<file path="src/rtl/cacheline_adaptor.sv">
`default_nettype none
// ============================================================================
// Module      : cacheline_adaptor
// Description : Memory-side responder for the cacheline request port. It
//               accepts one LINE_W-bit line read or write and turns it into a
//               BEATS-beat burst (BEATS = LINE_W/BEAT_W) on the physical
//               memory interface.
//
// Ports       : clk, reset_n        - clock, asynchronous active-low reset
//               read, write         - level line requests, held until resp
//               address, wdata      - line address / line write data
//               resp, rdata         - one-cycle completion, assembled line
//               pmem_read/write     - burst request to memory
//               pmem_addr           - line-aligned burst address
//               pmem_wdata          - current write beat
//               pmem_resp/rdata     - one beat per pmem_resp high cycle
//
// Options     : CACHELINE_ADAPTOR_STATS_EN - adds stat_reads/stat_writes,
//               wrapping 32-bit counters of completed reads and writes.
//
// Revision    : 1.0 - initial release
// ============================================================================
module cacheline_adaptor #(
    parameter int LINE_W = 256,
    parameter int BEAT_W = 64,
    parameter int ADDR_W = 32
) (
    input  logic              clk,
    input  logic              reset_n,
    input  logic              read,
    input  logic              write,
    input  logic [ADDR_W-1:0] address,
    input  logic [LINE_W-1:0] wdata,
    output logic              resp,
    output logic [LINE_W-1:0] rdata,
    output logic              pmem_read,
    output logic              pmem_write,
    output logic [ADDR_W-1:0] pmem_addr,
    output logic [BEAT_W-1:0] pmem_wdata,
    input  logic              pmem_resp,
    input  logic [BEAT_W-1:0] pmem_rdata
`ifdef CACHELINE_ADAPTOR_STATS_EN
    ,
    output logic [31:0]       stat_reads,
    output logic [31:0]       stat_writes
`endif
);

    localparam int BEATS = LINE_W / BEAT_W;
    localparam int CNT_W = (BEATS > 1) ? $clog2(BEATS) : 1;
    localparam int OFF_W = $clog2(LINE_W / 8);

    localparam logic [CNT_W-1:0]  LAST_BEAT = CNT_W'(BEATS - 1);
    // Clears the byte-offset bits so the burst always starts on a line boundary.
    localparam logic [ADDR_W-1:0] ADDR_MASK = {ADDR_W{1'b1}} << OFF_W;

    typedef enum logic [1:0] {
        ST_IDLE = 2'd0,
        ST_RD   = 2'd1,
        ST_WR   = 2'd2,
        ST_DONE = 2'd3
    } state_t;

    state_t                        state_q,      state_d;
    logic [CNT_W-1:0]              count_q,      count_d;
    logic [BEATS-1:0][BEAT_W-1:0]  wdata_q,      wdata_d;
    logic [BEATS-1:0][BEAT_W-1:0]  rdata_q,      rdata_d;
    logic [ADDR_W-1:0]             pmem_addr_q,  pmem_addr_d;
    logic [BEAT_W-1:0]             pmem_wdata_q, pmem_wdata_d;
    logic                          pmem_read_q,  pmem_read_d;
    logic                          pmem_write_q, pmem_write_d;
    logic                          resp_q,       resp_d;
    logic [CNT_W-1:0]              count_inc;

`ifdef CACHELINE_ADAPTOR_STATS_EN
    logic                          is_write_q,   is_write_d;
    logic [31:0]                   stat_reads_q, stat_reads_d;
    logic [31:0]                   stat_writes_q, stat_writes_d;
`endif

    assign count_inc = count_q + CNT_W'(1);

    always_comb begin
        state_d      = state_q;
        count_d      = count_q;
        wdata_d      = wdata_q;
        rdata_d      = rdata_q;
        pmem_addr_d  = pmem_addr_q;
        pmem_wdata_d = pmem_wdata_q;
        pmem_read_d  = pmem_read_q;
        pmem_write_d = pmem_write_q;
        resp_d       = 1'b0;
`ifdef CACHELINE_ADAPTOR_STATS_EN
        is_write_d    = is_write_q;
        stat_reads_d  = stat_reads_q;
        stat_writes_d = stat_writes_q;
`endif

        case (state_q)
            ST_IDLE: begin
                // Write has priority when both requests are present.
                if (write) begin
                    state_d      = ST_WR;
                    count_d      = '0;
                    pmem_addr_d  = address & ADDR_MASK;
                    wdata_d      = wdata;
                    pmem_wdata_d = wdata[BEAT_W-1:0];
                    pmem_write_d = 1'b1;
`ifdef CACHELINE_ADAPTOR_STATS_EN
                    is_write_d   = 1'b1;
`endif
                end else if (read) begin
                    state_d      = ST_RD;
                    count_d      = '0;
                    pmem_addr_d  = address & ADDR_MASK;
                    pmem_read_d  = 1'b1;
`ifdef CACHELINE_ADAPTOR_STATS_EN
                    is_write_d   = 1'b0;
`endif
                end
            end

            ST_RD: begin
                if (pmem_resp) begin
                    rdata_d[count_q] = pmem_rdata;
                    if (count_q == LAST_BEAT) begin
                        pmem_read_d = 1'b0;
                        count_d     = '0;
                        resp_d      = 1'b1;
                        state_d     = ST_DONE;
                    end else begin
                        count_d     = count_inc;
                    end
                end
            end

            ST_WR: begin
                if (pmem_resp) begin
                    if (count_q == LAST_BEAT) begin
                        pmem_write_d = 1'b0;
                        count_d      = '0;
                        resp_d       = 1'b1;
                        state_d      = ST_DONE;
                    end else begin
                        // Present the next beat as soon as memory takes this one.
                        count_d      = count_inc;
                        pmem_wdata_d = wdata_q[count_inc];
                    end
                end
            end

            ST_DONE: begin
                // Requests still held here belong to the finished transfer.
                state_d = ST_IDLE;
`ifdef CACHELINE_ADAPTOR_STATS_EN
                if (is_write_q) begin
                    stat_writes_d = stat_writes_q + 32'd1;
                end else begin
                    stat_reads_d  = stat_reads_q + 32'd1;
                end
`endif
            end

            default: begin
                state_d = ST_IDLE;
            end
        endcase
    end

    always_ff @(posedge clk or negedge reset_n) begin
        if (!reset_n) begin
            state_q       <= ST_IDLE;
            count_q       <= '0;
            wdata_q       <= '0;
            rdata_q       <= '0;
            pmem_addr_q   <= '0;
            pmem_wdata_q  <= '0;
            pmem_read_q   <= 1'b0;
            pmem_write_q  <= 1'b0;
            resp_q        <= 1'b0;
`ifdef CACHELINE_ADAPTOR_STATS_EN
            is_write_q    <= 1'b0;
            stat_reads_q  <= '0;
            stat_writes_q <= '0;
`endif
        end else begin
            state_q       <= state_d;
            count_q       <= count_d;
            wdata_q       <= wdata_d;
            rdata_q       <= rdata_d;
            pmem_addr_q   <= pmem_addr_d;
            pmem_wdata_q  <= pmem_wdata_d;
            pmem_read_q   <= pmem_read_d;
            pmem_write_q  <= pmem_write_d;
            resp_q        <= resp_d;
`ifdef CACHELINE_ADAPTOR_STATS_EN
            is_write_q    <= is_write_d;
            stat_reads_q  <= stat_reads_d;
            stat_writes_q <= stat_writes_d;
`endif
        end
    end

    assign resp       = resp_q;
    assign rdata      = rdata_q;
    assign pmem_read  = pmem_read_q;
    assign pmem_write = pmem_write_q;
    assign pmem_addr  = pmem_addr_q;
    assign pmem_wdata = pmem_wdata_q;

`ifdef CACHELINE_ADAPTOR_STATS_EN
    assign stat_reads  = stat_reads_q;
    assign stat_writes = stat_writes_q;
`endif

endmodule

`default_nettype wire
</file>
<file path="config.mk">
export PLATFORM = sky130hd
export DESIGN_NAME = cacheline_adaptor
export DESIGN_NICKNAME = d
export VERILOG_FILES = /design/src/rtl/cacheline_adaptor.sv
export SDC_FILE = /design/constraint.sdc
export NUM_CORES = 1
export LEC_CHECK = 0
export ABC_AREA = 1
export BUFFER_PORTS_ARGS = -buffer_cell sky130_fd_sc_hd__buf_2
export CAP_MARGIN = 20
export CORE_AREA = 4 4 273 275
export CTS_BUF_LIST = sky130_fd_sc_hd__clkbuf_4 sky130_fd_sc_hd__clkbuf_8 sky130_fd_sc_hd__clkbuf_16
export DETAILED_ROUTE_END_ITERATION = 16
export DIE_AREA = 0 0 277 279
export SYNTH_ARGS = -nofsm -noshare
export SYNTH_HDL_FRONTEND = slang
export SYNTH_SLANG_ARGS = --single-unit
</file>
<file path="constraint.sdc">
create_clock -name clk -period 2.75 [get_ports clk]
set_clock_uncertainty 0.05 [all_clocks]
set_input_delay 0 -clock clk [delete_from_list [all_inputs] [get_ports clk]]
set_output_delay 0 -clock clk [all_outputs]
set_load 0.02 [all_outputs]
</file>
==> flow_summary.toml <==
[die]
die_w_um = 277
start_util_pct = 35.2
dieArea_mm2 = 0.0773
io_pins = 712
fp.dieH_um = 279
core_mm2 = 0.0723
num_rows = 99

[cells_and_area]
area_growth_syn_to_layout_pct = 41.9
fin_nets = 3984
drive_above_1_share_pct = 31.2
design_area_mm2 = 0.0361

[setup_path]
cp_max_fo = 52
crit_slowest_cell = "nand3_4"
cp.arrival_ps = 2840
cp.required_ps = 3160
crit_chain = "inv_1, ha_1, nand3_4, buf_12, nand2_1, o21ai_0"
startpoint_type = "register"
max_stage_delay_ps = 560
critPathKind = "reg -> reg"
endpoint_kind = "register"

[global_routing]
track_usage_pct = 20.3
grt_pass1_vias = 22300
overflow = 0
grt_max_degree = 108
antenna_found_initial = 12
grt_pass1_wl_mm = 127

[cts]
post_cts_resized = 0
post_cts_buffers = 0
clk_pin_slew_ps = 60
root_buffer = "clkbuf_16"
cts_tree = "yes"
cts_buffer_depth = 3
clkLatencyLatePin_ps = 600
cts_max_level = 3
clock_sink_count = 610
cts_buffers = 67

[sta]
setup_viol = 0
drv_slew = 0
fmax_mhz = 411
fin_crit_ps = 2430
worst_slew_pin_slew_ps = 648
grt_setup_unrepaired = "no"
fin_tns_setup_ps = 0
relSlewSlack_pct = 56.8
hold_violations = 0
finalCritPeriodShare_pct = 88.5

[pwr]
seqPwrFrac_pct = 36.9
p_per_area_mw_per_mm2 = 1130
switching_share_pct = 39.0
power_frac_clock_pct = 22.3
p_int_uw = 24900
vdd_ir_drop_max_mv = 0.725
cellLeakagePower_uw = 0.0183
combPwrFrac_pct = 40.8
p_sw_uw = 15900

[place]
routabilityCongestion = 0.830
io_buffers = 701
dp_hpwl_mm = 53.0
placed_area_mm2 = 0.0302

[synth]
netlist_area_mm2 = 0.0255
seq_area_frac_synth_pct = 59.9
synth-seq-cells = 610
netlist_top_cells_area = "dfrtp_1, nand2_1, mux2_2"
synth.distinct_cells = 18
synth_warnings = 0
syn_avg_cell_area_um2 = 9.86
syn_inst = 2583
synthDominantCellAreaShare_pct = 59.9
yosysTopAreaCell = "dfrtp_1"

[worst_hold_path]
hp-class = "in -> reg"

[drt]
drtIter0Drc = 1253
wl_mm = 80.1
drc = 0
drtAntennaViolNets = 0
dr.pass1.iters = 5
wire_per_inst_um = 17.3
via_per_inst = 4.72
vias = 21900

[outcome]
status = "complete, no violations"

[flow_run]
cap_viol_max_count = 0
-- flip-flops by register name, summed over array words and instances (netlist names) --
| name | cells |
|---|---|
| rdata | 256 |
| wdata_q | 256 |
| pmem_wdata | 64 |
| pmem_addr | 27 |
| count_q | 2 |
| state_q | 2 |
| pmem_read | 1 |
| pmem_write | 1 |
| resp | 1 |
-- power by group through the flow --
| stage | clock network (uW) | registers [uW] | logic, uW |
|---|---|---|---|
| detailed placement | 0 | 15100 | 16100 |
| finish | 9100 | 15100 | 16700 |
| global placement | 0 | 15000 | 15800 |
| CTS | 9330 | 15000 | 16700 |
| floorplan | 0 | 17200 | 8570 |
| global route | 9690 | 15500 | 18400 |
-- per-stage QoR --
stage / instances / total power (uW) / util, % / hold WS (ps) / setup WS (ps)
detailed placement: 4139 / 31200 / 41.7 / 35.8 / 295
floorplan: 2587 / 25700 / - / -346 / 721
global placement: 4139 / 30900 / 41.7 / 26.1 / 381
global route: 4635 / 43600 / 50.0 / 87.1 / 140
finish: 4638 / 40800 / 50.0 / 95.8 / 315
CTS: 4627 / 41100 / 49.9 / 30.3 / 307
-- logic make-up after synthesis --
| family | synth area share [%] |
|---|---|
| AOI/OAI and AO/OA | 5.77 |
| DFF | 59.9 |
| adders and majority gates | 0.491 |
| and+or+nand+nor | 17.6 |
| muxes | 11.3 |
| other | 0.0147 |
| buffers and inverters | 4.91 |
-- area by class of cell --
cell class                      count  area [um2]
Inverter                          103         389
Timing Repair Buffer             1125        7920
Multi-Input combinational cell   1710        9070
Sequential cell                   610       15300
Antenna cell                       11        27.5
Clock inverter                     18         224
Fill cell                        6605       36200
Clock buffer                      102        2040
Tap cell                          959        1200
-- layout by cell type, fill, tap and decap left out, drive strengths merged --
cell type	instances
a21oi	1
buf	758
bufinv	1
clkbuf	102
clkinv	13
clkinvlp	3
conb	5
dfrtp	610
diode	11
dlygate4sd3	367
ha	10
inv	104
mux2	256
nand2	878
nand3	136
nand3b	1
nor2	131
o21ai	292
-- routing by layer --
layer  vias up  part of all wire [%]  track usage, %
li1      10400                     -               -
met2       748                    47            33.1
met1     10600                    42            26.1
met4         2                   4.2            8.97
met5         -                0.0087               0
met3       186                   7.0            4.47
-- critical path: cells and delay by family (launching register included) --
family | cells | cell delay, ps
AND/OR/NAND/NOR | 2 | 660
flip-flops | 1 | 410
buffers and inverters | 2 | 540
AO/OA/AOI/OAI | 1 | 100
adder cells (fa/ha/maj) | 1 | 490
-- worst paths after layout --
check	end	slack, ps	cells after the start	start
max	rdata[210]$_DFFE_PN0P_	320	6	state_q[1]$_DFFE_PN0P_
min	pmem_addr[11]$_DFFE_PN0P_	100	4	address[11]
min reg2reg	pmem_wdata[40]$_DFFE_PN0P_	420	2	pmem_wdata[40]$_DFFE_PN0P_
max in group asynchronous	rdata[200]$_DFFE_PN0P_	1200	4	reset_n
min in group asynchronous	wdata_q[216]$_DFFE_PN0P_	520	3	reset_n
max reg2reg	rdata[210]$_DFFE_PN0P_	320	6	state_q[1]$_DFFE_PN0P_
-- synthesized netlist by cell type --
library cell    n
inv_1         102
conb_1          1
o21ai_0       292
clkbuf_1       56
nand2_2         1
nand3b_1        1
inv_2           1
a21oi_2         1
buf_6          16
buf_4          10
nor2_1        131
nand2_1       877
nand3_1       136
mux2_2        256
dfrtp_1       610
buf_2          72
buf_1          10
ha_1           10
-- repair_timing --
item / in CTS / in global routing
endpoints found under the hold margin: 1028 / 0
endpoints found under the setup margin: 0 / 0
hold buffers: 368 / 0
Power figures use the tool's default switching activity.
